<file path="config.mk">
export PLATFORM = sky130hd
export DESIGN_NAME = sequenced_arith_pe_flat
export DESIGN_NICKNAME = d
export VERILOG_FILES = /design/src/rtl/sequenced_arith_pe_if.sv /design/src/rtl/sequenced_arith_pe.sv /design/src/flat_wrapper.sv
export SDC_FILE = /design/constraint.sdc
export NUM_CORES = 2
export LEC_CHECK = 0
export CORE_ASPECT_RATIO = 1.75
export CORE_MARGIN = 5
export CORE_UTILIZATION = 40
export DETAILED_ROUTE_END_ITERATION = 6
export RECOVER_POWER = 50
export SYNTH_ARGS = -nofsm -noshare
export SYNTH_HDL_FRONTEND = slang
export SYNTH_SLANG_ARGS = --single-unit
</file>
<file path="constraint.sdc">
create_clock -name clk -period 9.5 [get_ports clk]
set_input_delay 1.9 -clock clk [delete_from_list [all_inputs] [get_ports clk]]
set_output_delay 1.9 -clock clk [all_outputs]
set_load 0.02 [all_outputs]
</file>
<file path="src/rtl/sequenced_arith_pe_if.sv">
// Signal bundle between sequenced_arith_pe and its surroundings: instruction config,
// program control, operand request/response and result valid/ready handshake.
interface sequenced_arith_pe_if #(
  parameter int DATA_WIDTH      = 32,
  parameter int DATA_NUM        = 8,
  parameter int INSTRUCTION_NUM = 16
);
  localparam int DW_IDX = $clog2(DATA_NUM);
  localparam int IW_IDX = $clog2(INSTRUCTION_NUM);

  logic                  configure;
  logic [3:0]            operationConf;
  logic [DW_IDX-1:0]     dataIn0Conf;
  logic [DW_IDX-1:0]     dataIn1Conf;
  logic [DW_IDX-1:0]     dataOutConf;
  logic [IW_IDX-1:0]     instructionNumberConf;
  logic                  configError;
  logic                  start;
  logic [IW_IDX:0]       programLength;
  logic                  loopEnable;
  logic                  dataInRequestValid;
  logic [DW_IDX-1:0]     dataIn0Request;
  logic [DW_IDX-1:0]     dataIn1Request;
  logic                  dataInValid;
  logic [DATA_WIDTH-1:0] dataIn0;
  logic [DATA_WIDTH-1:0] dataIn1;
  logic                  dataOutValid;
  logic                  dataOutReady;
  logic [DATA_WIDTH-1:0] dataOut;
  logic [DW_IDX-1:0]     dataOutDestination;
  logic [IW_IDX-1:0]     instructionNumber;
  logic                  busy;
  logic                  done;

  // The processing element side.
  modport master (
    input  configure, operationConf, dataIn0Conf, dataIn1Conf, dataOutConf,
           instructionNumberConf, start, programLength, loopEnable,
           dataInValid, dataIn0, dataIn1, dataOutReady,
    output configError, dataInRequestValid, dataIn0Request, dataIn1Request,
           dataOutValid, dataOut, dataOutDestination, instructionNumber, busy, done
  );

  // The fabric / config loader side.
  modport slave (
    output configure, operationConf, dataIn0Conf, dataIn1Conf, dataOutConf,
           instructionNumberConf, start, programLength, loopEnable,
           dataInValid, dataIn0, dataIn1, dataOutReady,
    input  configError, dataInRequestValid, dataIn0Request, dataIn1Request,
           dataOutValid, dataOut, dataOutDestination, instructionNumber, busy, done
  );
endinterface

</file>
<file path="src/rtl/sequenced_arith_pe.sv">
// Programmable arithmetic PE: instruction store written via config port, then an FSM
// fetches each slot, requests operands, executes one ALU op and hands off a tagged result.
module sequenced_arith_pe #(
  parameter int DATA_WIDTH      = 32,
  parameter int DATA_NUM        = 8,
  parameter int INSTRUCTION_NUM = 16
) (
  input  logic                 clk,
  input  logic                 reset,
  sequenced_arith_pe_if.master bus
);
  localparam int DW_IDX = $clog2(DATA_NUM);
  localparam int IW_IDX = $clog2(INSTRUCTION_NUM);
  localparam int SH_W   = $clog2(DATA_WIDTH);
  localparam logic [DATA_WIDTH-1:0] ZERO_W  = {DATA_WIDTH{1'b0}};
  localparam logic [DATA_WIDTH-1:0] ONE_W   = {{(DATA_WIDTH-1){1'b0}}, 1'b1};
  localparam logic [IW_IDX:0]       MAX_LEN = (IW_IDX+1)'(INSTRUCTION_NUM);

  typedef enum logic [2:0] {
    S_IDLE      = 3'd0,
    S_FETCH     = 3'd1,
    S_REQUEST   = 3'd2,
    S_EXECUTE   = 3'd3,
    S_WRITEBACK = 3'd4,
    S_DONE      = 3'd5
  } state_t;

  state_t                state_r, state_nxt_s;
  logic [3:0]            op_mem_r   [INSTRUCTION_NUM];
  logic [DW_IDX-1:0]     src0_mem_r [INSTRUCTION_NUM];
  logic [DW_IDX-1:0]     src1_mem_r [INSTRUCTION_NUM];
  logic [DW_IDX-1:0]     dst_mem_r  [INSTRUCTION_NUM];
  logic                  cfg_err_r;
  logic [IW_IDX-1:0]     pc_r;
  logic [IW_IDX:0]       len_r;
  logic                  loop_r;
  logic [3:0]            op_r;
  logic [DW_IDX-1:0]     src0_r, src1_r, dst_r, dest_r;
  logic [DATA_WIDTH-1:0] a_r, b_r, dout_r;
  logic                  req_valid_r, out_valid_r, busy_r, done_r;
  logic                  req_valid_nxt_s, out_valid_nxt_s, busy_nxt_s, done_nxt_s;
  logic                  idle_or_done_s, start_ok_s, handshake_s, last_s;
  logic [IW_IDX:0]       pc_inc_s, len_clamp_s;

  function automatic logic [DATA_WIDTH-1:0] alu(input logic [3:0] op,
                                                input logic [DATA_WIDTH-1:0] a,
                                                input logic [DATA_WIDTH-1:0] b);
    logic [SH_W-1:0]       sh;
    logic [DATA_WIDTH-1:0] r;
    sh = b[SH_W-1:0];
    case (op)
      4'd0:    r = a + b;
      4'd1:    r = a - b;
      4'd2:    r = a & b;
      4'd3:    r = a | b;
      4'd4:    r = a ^ b;
      4'd5:    r = a << sh;
      4'd6:    r = a >> sh;
      4'd7:    r = $unsigned($signed(a) >>> sh);
      4'd8:    r = a * b;
      4'd9:    r = ($signed(a) < $signed(b)) ? ONE_W : ZERO_W;
      4'd10:   r = (a < b) ? ONE_W : ZERO_W;
      4'd11:   r = a;
      4'd12:   r = ($signed(a) < $signed(b)) ? a : b;
      4'd13:   r = ($signed(a) < $signed(b)) ? b : a;
      default: r = ZERO_W;
    endcase
    return r;
  endfunction

  assign idle_or_done_s = (state_r == S_IDLE) || (state_r == S_DONE);
  assign start_ok_s     = bus.start && idle_or_done_s;
  assign handshake_s    = (state_r == S_WRITEBACK) && bus.dataOutReady;
  assign pc_inc_s       = {1'b0, pc_r} + {{IW_IDX{1'b0}}, 1'b1};
  assign last_s         = (pc_inc_s == len_r);

  // Clamp the requested program length to the store size.
  always_comb begin
    len_clamp_s = bus.programLength;
    if (bus.programLength > MAX_LEN) begin
      len_clamp_s = MAX_LEN;
    end else begin
      len_clamp_s = bus.programLength;
    end
  end

  // Instruction store and config-drop flag; writes are only accepted while not running.
  always_ff @(posedge clk) begin
    if (reset) begin
      for (int i = 0; i < INSTRUCTION_NUM; i++) begin
        op_mem_r[i]   <= 4'd0;
        src0_mem_r[i] <= {DW_IDX{1'b0}};
        src1_mem_r[i] <= {DW_IDX{1'b0}};
        dst_mem_r[i]  <= {DW_IDX{1'b0}};
      end
      cfg_err_r <= 1'b0;
    end else begin
      if (bus.configure && idle_or_done_s) begin
        op_mem_r[bus.instructionNumberConf]   <= bus.operationConf;
        src0_mem_r[bus.instructionNumberConf] <= bus.dataIn0Conf;
        src1_mem_r[bus.instructionNumberConf] <= bus.dataIn1Conf;
        dst_mem_r[bus.instructionNumberConf]  <= bus.dataOutConf;
      end
      cfg_err_r <= bus.configure && !idle_or_done_s;
    end
  end

  // FSM state register.
  always_ff @(posedge clk) begin
    if (reset) begin
      state_r <= S_IDLE;
    end else begin
      state_r <= state_nxt_s;
    end
  end

  // FSM next-state logic.
  always_comb begin
    state_nxt_s = state_r;
    case (state_r)
      S_IDLE, S_DONE: begin
        if (bus.start) begin
          state_nxt_s = (len_clamp_s == {(IW_IDX+1){1'b0}}) ? S_DONE : S_FETCH;
        end else begin
          state_nxt_s = state_r;
        end
      end
      S_FETCH:   state_nxt_s = S_REQUEST;
      S_REQUEST: begin
        if (bus.dataInValid) begin
          state_nxt_s = S_EXECUTE;
        end else begin
          state_nxt_s = S_REQUEST;
        end
      end
      S_EXECUTE: state_nxt_s = S_WRITEBACK;
      S_WRITEBACK: begin
        if (bus.dataOutReady) begin
          state_nxt_s = (last_s && !loop_r) ? S_DONE : S_FETCH;
        end else begin
          state_nxt_s = S_WRITEBACK;
        end
      end
      default:   state_nxt_s = S_IDLE;
    endcase
  end

  // FSM output decode, taken from the next state so the registered copies line up with state_r.
  always_comb begin
    req_valid_nxt_s = (state_nxt_s == S_REQUEST);
    out_valid_nxt_s = (state_nxt_s == S_WRITEBACK);
    done_nxt_s      = (state_nxt_s == S_DONE);
    busy_nxt_s      = (state_nxt_s != S_IDLE) && (state_nxt_s != S_DONE);
  end

  // Registered control outputs.
  always_ff @(posedge clk) begin
    if (reset) begin
      req_valid_r <= 1'b0;
      out_valid_r <= 1'b0;
      done_r      <= 1'b0;
      busy_r      <= 1'b0;
    end else begin
      req_valid_r <= req_valid_nxt_s;
      out_valid_r <= out_valid_nxt_s;
      done_r      <= done_nxt_s;
      busy_r      <= busy_nxt_s;
    end
  end

  // Datapath: program counter, fetched instruction, operands and result.
  always_ff @(posedge clk) begin
    if (reset) begin
      pc_r   <= {IW_IDX{1'b0}};
      len_r  <= {(IW_IDX+1){1'b0}};
      loop_r <= 1'b0;
      op_r   <= 4'd0;
      src0_r <= {DW_IDX{1'b0}};
      src1_r <= {DW_IDX{1'b0}};
      dst_r  <= {DW_IDX{1'b0}};
      dest_r <= {DW_IDX{1'b0}};
      a_r    <= ZERO_W;
      b_r    <= ZERO_W;
      dout_r <= ZERO_W;
    end else begin
      if (start_ok_s) begin
        len_r  <= len_clamp_s;
        loop_r <= bus.loopEnable;
        pc_r   <= {IW_IDX{1'b0}};
      end else if (handshake_s) begin
        // On the final slot pc wraps for looping programs and otherwise holds for DONE.
        if (last_s) begin
          pc_r <= loop_r ? {IW_IDX{1'b0}} : pc_r;
        end else begin
          pc_r <= pc_inc_s[IW_IDX-1:0];
        end
      end
      case (state_r)
        S_FETCH: begin
          op_r   <= op_mem_r[pc_r];
          src0_r <= src0_mem_r[pc_r];
          src1_r <= src1_mem_r[pc_r];
          dst_r  <= dst_mem_r[pc_r];
        end
        S_REQUEST: begin
          if (bus.dataInValid) begin
            a_r <= bus.dataIn0;
            b_r <= bus.dataIn1;
          end
        end
        S_EXECUTE: begin
          dout_r <= alu(op_r, a_r, b_r);
          dest_r <= dst_r;
        end
        default: begin
        end
      endcase
    end
  end

  assign bus.configError        = cfg_err_r;
  assign bus.dataInRequestValid = req_valid_r;
  assign bus.dataIn0Request     = src0_r;
  assign bus.dataIn1Request     = src1_r;
  assign bus.dataOutValid       = out_valid_r;
  assign bus.dataOut            = dout_r;
  assign bus.dataOutDestination = dest_r;
  assign bus.instructionNumber  = pc_r;
  assign bus.busy               = busy_r;
  assign bus.done               = done_r;
endmodule
</file>
<file path="src/flat_wrapper.sv">
// flat-port wrapper written by rule: the top's interface ports become plain ports
module sequenced_arith_pe_flat 
#(
  parameter int DATA_WIDTH      = 32,
  parameter int DATA_NUM        = 8,
  parameter int INSTRUCTION_NUM = 16
)
  (clk, reset, bus_configure, bus_operationConf, bus_dataIn0Conf, bus_dataIn1Conf, bus_dataOutConf, bus_instructionNumberConf, bus_start, bus_programLength, bus_loopEnable, bus_dataInValid, bus_dataIn0, bus_dataIn1, bus_dataOutReady, bus_configError, bus_dataInRequestValid, bus_dataIn0Request, bus_dataIn1Request, bus_dataOutValid, bus_dataOut, bus_dataOutDestination, bus_instructionNumber, bus_busy, bus_done);
  sequenced_arith_pe_if #(.DATA_WIDTH(DATA_WIDTH), .DATA_NUM(DATA_NUM), .INSTRUCTION_NUM(INSTRUCTION_NUM)) bus_i ();
  input  logic clk;
  input  logic reset;
  input wire logic [$bits(bus_i.configure)-1:0] bus_configure;
  input wire logic [$bits(bus_i.operationConf)-1:0] bus_operationConf;
  input wire logic [$bits(bus_i.dataIn0Conf)-1:0] bus_dataIn0Conf;
  input wire logic [$bits(bus_i.dataIn1Conf)-1:0] bus_dataIn1Conf;
  input wire logic [$bits(bus_i.dataOutConf)-1:0] bus_dataOutConf;
  input wire logic [$bits(bus_i.instructionNumberConf)-1:0] bus_instructionNumberConf;
  input wire logic [$bits(bus_i.start)-1:0] bus_start;
  input wire logic [$bits(bus_i.programLength)-1:0] bus_programLength;
  input wire logic [$bits(bus_i.loopEnable)-1:0] bus_loopEnable;
  input wire logic [$bits(bus_i.dataInValid)-1:0] bus_dataInValid;
  input wire logic [$bits(bus_i.dataIn0)-1:0] bus_dataIn0;
  input wire logic [$bits(bus_i.dataIn1)-1:0] bus_dataIn1;
  input wire logic [$bits(bus_i.dataOutReady)-1:0] bus_dataOutReady;
  output wire logic [$bits(bus_i.configError)-1:0] bus_configError;
  output wire logic [$bits(bus_i.dataInRequestValid)-1:0] bus_dataInRequestValid;
  output wire logic [$bits(bus_i.dataIn0Request)-1:0] bus_dataIn0Request;
  output wire logic [$bits(bus_i.dataIn1Request)-1:0] bus_dataIn1Request;
  output wire logic [$bits(bus_i.dataOutValid)-1:0] bus_dataOutValid;
  output wire logic [$bits(bus_i.dataOut)-1:0] bus_dataOut;
  output wire logic [$bits(bus_i.dataOutDestination)-1:0] bus_dataOutDestination;
  output wire logic [$bits(bus_i.instructionNumber)-1:0] bus_instructionNumber;
  output wire logic [$bits(bus_i.busy)-1:0] bus_busy;
  output wire logic [$bits(bus_i.done)-1:0] bus_done;
  assign bus_i.configure = bus_configure;
  assign bus_i.operationConf = bus_operationConf;
  assign bus_i.dataIn0Conf = bus_dataIn0Conf;
  assign bus_i.dataIn1Conf = bus_dataIn1Conf;
  assign bus_i.dataOutConf = bus_dataOutConf;
  assign bus_i.instructionNumberConf = bus_instructionNumberConf;
  assign bus_i.start = bus_start;
  assign bus_i.programLength = bus_programLength;
  assign bus_i.loopEnable = bus_loopEnable;
  assign bus_i.dataInValid = bus_dataInValid;
  assign bus_i.dataIn0 = bus_dataIn0;
  assign bus_i.dataIn1 = bus_dataIn1;
  assign bus_i.dataOutReady = bus_dataOutReady;
  assign bus_configError = bus_i.configError;
  assign bus_dataInRequestValid = bus_i.dataInRequestValid;
  assign bus_dataIn0Request = bus_i.dataIn0Request;
  assign bus_dataIn1Request = bus_i.dataIn1Request;
  assign bus_dataOutValid = bus_i.dataOutValid;
  assign bus_dataOut = bus_i.dataOut;
  assign bus_dataOutDestination = bus_i.dataOutDestination;
  assign bus_instructionNumber = bus_i.instructionNumber;
  assign bus_busy = bus_i.busy;
  assign bus_done = bus_i.done;
  sequenced_arith_pe #(.DATA_WIDTH(DATA_WIDTH), .DATA_NUM(DATA_NUM), .INSTRUCTION_NUM(INSTRUCTION_NUM)) u_core (.clk(clk), .reset(reset), .bus(bus_i));
endmodule
</file>
== Yosys cells after proc, flatten, opt, wreduce, memory -nomap -nowiden ==
Memory sizes are Yosys's and may differ from the RTL's. A register that Yosys moved wholly into a read port is not among the register bits.
Index checks and enable logic that the tools add are counted.
Word-level totals
  input port bits: 93
  memory bits (writable): 208
  output and inout port bits: 50
  memories: 4
  register bits: 117
Operators by class
  equality and inequality tests: 24
  shift-type cells: 3
  magnitude comparators: 3
  $mul: 1
  mux-type cells: 31
  reductions and logical operators: 21
  add/sub/neg operators: 3
  bitwise logic cells: 3
Memory list
  u_core.op_mem_r: depth 16, bits a word 4, read ports 1, clocked after Yosys merged registers in 1, wr ports 16, line sequenced_arith_pe.sv:29  | logic [3:0] op_mem_r [INSTRUCTION_NUM];
  u_core.dst_mem_r: depth 16, bits a word 3, read ports 1, clocked after Yosys merged registers in 1, wr ports 16, line sequenced_arith_pe.sv:32  | logic [DW_IDX-1:0] dst_mem_r [INSTRUCTION_NUM];
  u_core.src0_mem_r: depth 16, bits a word 3, read ports 1, clocked after Yosys merged registers in 1, wr ports 16, line sequenced_arith_pe.sv:30  | logic [DW_IDX-1:0] src0_mem_r [INSTRUCTION_NUM];
  u_core.src1_mem_r: depth 16, bits a word 3, read ports 1, clocked after Yosys merged registers in 1, wr ports 16, line sequenced_arith_pe.sv:31  | logic [DW_IDX-1:0] src1_mem_r [INSTRUCTION_NUM];
Operators with widths (number)
  one-hot mux 32 bit (14 select lines): 1
  < comparator 32 bit: 2
  two-way mux 32 bit: 2
  adder 32 bit: 1
  bitwise AND 32 bit: 1
  multiplier 32 x 32 -> 32 bit: 1
  OR 32 bit: 1
  left shift 32 x 5 -> 32 bit: 1
  right shift 32 x 5 -> 32 bit: 1
  >>> shifter 32 x 5 -> 32 bit: 1
  subtractor 32 bit: 1
  bitwise XOR 32 bit: 1
  two-way mux 4 bit: 7
  equality test 4 bit, second input constant: 6
  two-way mux 3 bit: 7
  equality test 4 x 3 -> 1 bit, second input constant: 4
  one-hot mux 3 bit (5 select lines): 1
  equality test 3 bit, second input constant: 4
  two-way mux 1 bit: 12
  equality test 3 x 2 -> 1 bit, second input constant: 3
  OR reduction 3 bit: 3
  equality test 4 x 2 -> 1 bit, second input constant: 2
  logical AND 1 bit: 6
  adder 4 x 1 -> 5 bit, second input constant: 1
  16 further kinds: 19

== Longest topological paths before layout ==
  depth in word-level cells: 8
  mapped depth: 30

== Worst setup path before layout ==
Ideal clock, no wire load.
  path kind: register to register
  from: register u_core.b_r[2]
  to: register u_core.dout_r[27] (netlist: u_core.bus.dataOut[27])
  data required time: 9.360 ns
  library setup time: 0.140 ns
  arrival time: 8.164 ns
  buffers on the path: 4
  stages on the path, launching flop included: 29
  slack: 1.197 ns
  clock period less this slack: 8.303 ns
  path through: dfxtp_1 clkbuf_1 clkinv_1 clkbuf_1 clkbuf_1 buf_1 nor2_1 fa_1 inv_1 fa_1 fa_1 fa_1 inv_1 fa_1 inv_1 fa_1 inv_1 fa_1 fa_1 ha_1 a21oi_1 o221ai_1 or4_1 or4_1 nand2_1 o21a_1 xnor2_1 a2111oi_0 a41oi_1
Between the ends
  longest elaborated chain between the ends: 3
RTL lines
  start: declaration: line sequenced_arith_pe.sv:39  | logic [DATA_WIDTH-1:0] a_r, b_r, dout_r;
  start signal: assignment: line sequenced_arith_pe.sv:208  | b_r <= bus.dataIn1;
  branches (longest 2 deep; another with multiplier 32 x 32 -> 32 bit)
  one-hot mux 32 bit (14 select lines) (*): line sequenced_arith_pe.sv:51  | case (op)
  end signal: assignment: line sequenced_arith_pe.sv:212  | dout_r <= alu(op_r, a_r, b_r);
  end: declaration: line sequenced_arith_pe.sv:39
Mark *: on every way between the ends.
A chain may end at the register's enable or synchronous reset.

== Final worst setup path ==
  from: register u_core.b_r[6]
  to: register u_core.dout_r[27] (netlist: u_core.bus.dataOut[27])
Same word-level chain as after synthesis.

==> metrics.csv <==
metric,value,unit
status,"complete, but fails checks",
violations,"DRC, capacitance limit, slew limit",
final_cell_mix,"nand2_1, nor2_1, inv_1, fa_1, a21oi_1",
netlist.area_leader.share,21.5,%
core.rowCount,149,
ir_drop,0.192,mV
yosysWarnings,0,
crit_slowest_cell,inv_1,
cpLargestDelayFamily,adder cells,
netlist_area,38100,um2
yosys-top-cells-area,"fa_1, edfxtp_1, ha_1",
synth_cell_types,80,
viasPerCell,6.10,
tightest_slew,2610,ps
area.sequential,8860,um2
clockPowerShare,34.8,%
yosysSeqAreaShare,23.2,%
cp_max_fo,22,
utilization,44.5,%
antenna_found_initial,6,
power.density,102,nW/um2
cts_tree,done,
fin_crit_sh,91.9,%
dpl.cell_count,5384,
whs,448,ps
fill_cells,9301,
drv_cap,3,
async_flop_share,0,%
switching_share,34.9,%
p_seq_share,38.6,%
ys_seq_elements,338,
syn_to_final_growth,10.3,%
end_kind,flop,
fp.dieH,418,um
r2r_cells,24,
slew_violations,127,
cts_hold_buf,0,
grt_pass1_vias,35006,
post_cts_buffers,0,
synth_fp_nets,4938,
ioPinCount,143,
grt_max_degree,73,
crit_arrival,9170,ps
path_cells,inv_1 > nor2_1 > fa_1 > fa_1 > fa_1 > inv_1 > fa_1 > inv_1 > fa_1 > inv_1 > fa_1 > inv_1 > fa_1 > fa_1 > ha_1 > a21oi_1 > o221ai_1 > or4_1 > or4_1 > nand2_1 > o21a_1 > xnor2_1 > a2111oi_0 > a41oi_1,
stdcell_count,5450,
rsz0062_at_grt,no,
final.min_clock_period,8730,ps
ys.flop_type,edfxtp_1,
wl_per_cell,31.8,um
drive_above_1_share,8.12,%
cp-start-kind,flop,
fmax,0.115,GHz
final_area,42000,um2
multiInputGateArea,26300,um2
cts-htree-levels,2,
grt_overflow,0,
setup_viol,0,
cp_common_cell,fa_1,
path_clk_slew,60,ps
power.switching,1500,uW
intPower,2800,uW
dieWidth,243,um
path_depth,24,
nets,4937,
fin_setup_tns,0,ps
start_util,40.3,%
die_area,102000,um2
hold_path.class,reg -> reg,
place_congestion,1.03,
port_buffers,142,
power_frac_comb,26.6,%
worstSetupPathType,reg -> reg,
dr.pass1.iters,7,
critPathBufInv,5,
clock-sinks,338,
vias,33257,
cts_resized,0,
grtUsageTotal,33.4,%
final_hold_viol_count,0,
synth-edff-count,208,
grt_pass1_wl,247000,um
dr.first_iter.drc_count,3169,
required,9940,ps
whs_path_depth,2,
core,94500,um2
syn_inst,4214,
hpwl,134000,um
place_area,40900,um2
max_stage_delay,820,ps
ant_nets,0,
clock_skew,21.5,ps
drc,7,
cts_buffers,35,
power_leakage,0.0168,uW
final_common_cell,nand2_1,
slew_headroom,-74.1,%
cts_buffer_depth,3,
clock_latency,590,ps
synth.avg_cell_area,9.04,um2
root_buffer,clkbuf_16,
routed_wl,173000,um
yosysTopAreaCell,fa_1,
kinds of logic after synthesis:
| family | after synthesis | synth area share [%] |
|---|---|---|
| flops | 338 | 23.2 |
| buf+inv | 799 | 7.97 |
| compound gates | 724 | 12.6 |
| fa+ha+maj | 631 | 28.8 |
| simple gates | 1446 | 16.9 |
| mux | 168 | 7.98 |
| xor+xnor | 108 | 2.48 |
cells in the mapped netlist, drive strengths merged, types with 35 or more instances:
| master | instances |
|---|---|
| fa | 410 |
| nand3 | 37 |
| and2 | 215 |
| ha | 221 |
| nor3 | 52 |
| o21ai | 139 |
| nor2 | 489 |
| mux2i | 55 |
| xnor2 | 86 |
| a211oi | 35 |
| nand2 | 517 |
| clkbuf | 237 |
| buf | 72 |
| dfxtp | 130 |
| a221oi | 39 |
| a21oi | 241 |
| mux4 | 108 |
| edfxtp | 208 |
| inv | 478 |
per-layer routing:
metal  share of wire [%]  vias to the layer above  track usage [%]
met2                  49                     1764             58.6
met3                 7.1                      755             6.03
met4                  12                        2             29.9
met5              0.0075                        -                0
met1                  32                    16696             33.5
li1                    -                    14040                -
tightest hold or removal path: stages (launching register included):
cell and delay, ps:
dfxtp_1 310, nand2_1 50, o21ai_1 50
stage by stage:
stage	total power, uW	setup WS [ps]
final	4300	767
after global routing	4410	440
after CTS	4270	828
after detailed placement	2790	879
after global placement	2790	943
after floorplan	2310	1200
power by group through the flow:
stage / sequential (uW) / clock [uW] / combinational [uW]
floorplan: 1670 / 0 / 639
CTS: 1660 / 1510 / 1100
finish: 1660 / 1500 / 1140
global route: 1660 / 1570 / 1180
global placement: 1690 / 0 / 1100
detailed placement: 1690 / 0 / 1090
flip-flops by register name, summed over array words and instances (netlist names), 3 cells and up:
register / flops
u_core.bus.dataOut: 32
u_core.len_r: 5
u_core.dst_r: 3
u_core.bus.dataIn1Request: 3
u_core.state_r: 3
u_core.op_mem_r: 64
u_core.op_r: 4
u_core.b_r: 32
u_core.bus.instructionNumber: 4
u_core.src0_mem_r: 48
u_core.dst_mem_r: 48
u_core.bus.dataOutDestination: 3
u_core.a_r: 32
u_core.src1_mem_r: 48
u_core.bus.dataIn0Request: 3
area by class of cell:
class | count | area share [%]
multi-input combinational | 3077 | 62.5
timing repair buffer | 271 | 5.53
clock buffer | 47 | 2.29
antenna | 3 | 0.0179
sequential | 338 | 21.1
clock inverter | 16 | 0.568
tap | 1208 | 3.60
inverter | 490 | 4.38
path summary, 6_finish.rpt:
check	from	to	slack, ps
max	u_core.b_r[6]	u_core.bus.dataOut[27]	770
min	u_core.bus.dataOut[3]	u_core.bus.dataOut[3]	450
max reg2reg	u_core.b_r[6]	u_core.bus.dataOut[27]	770
min reg2reg	u_core.bus.dataOut[3]	u_core.bus.dataOut[3]	450
Note: power is estimated with default switching activity, not from simulation.
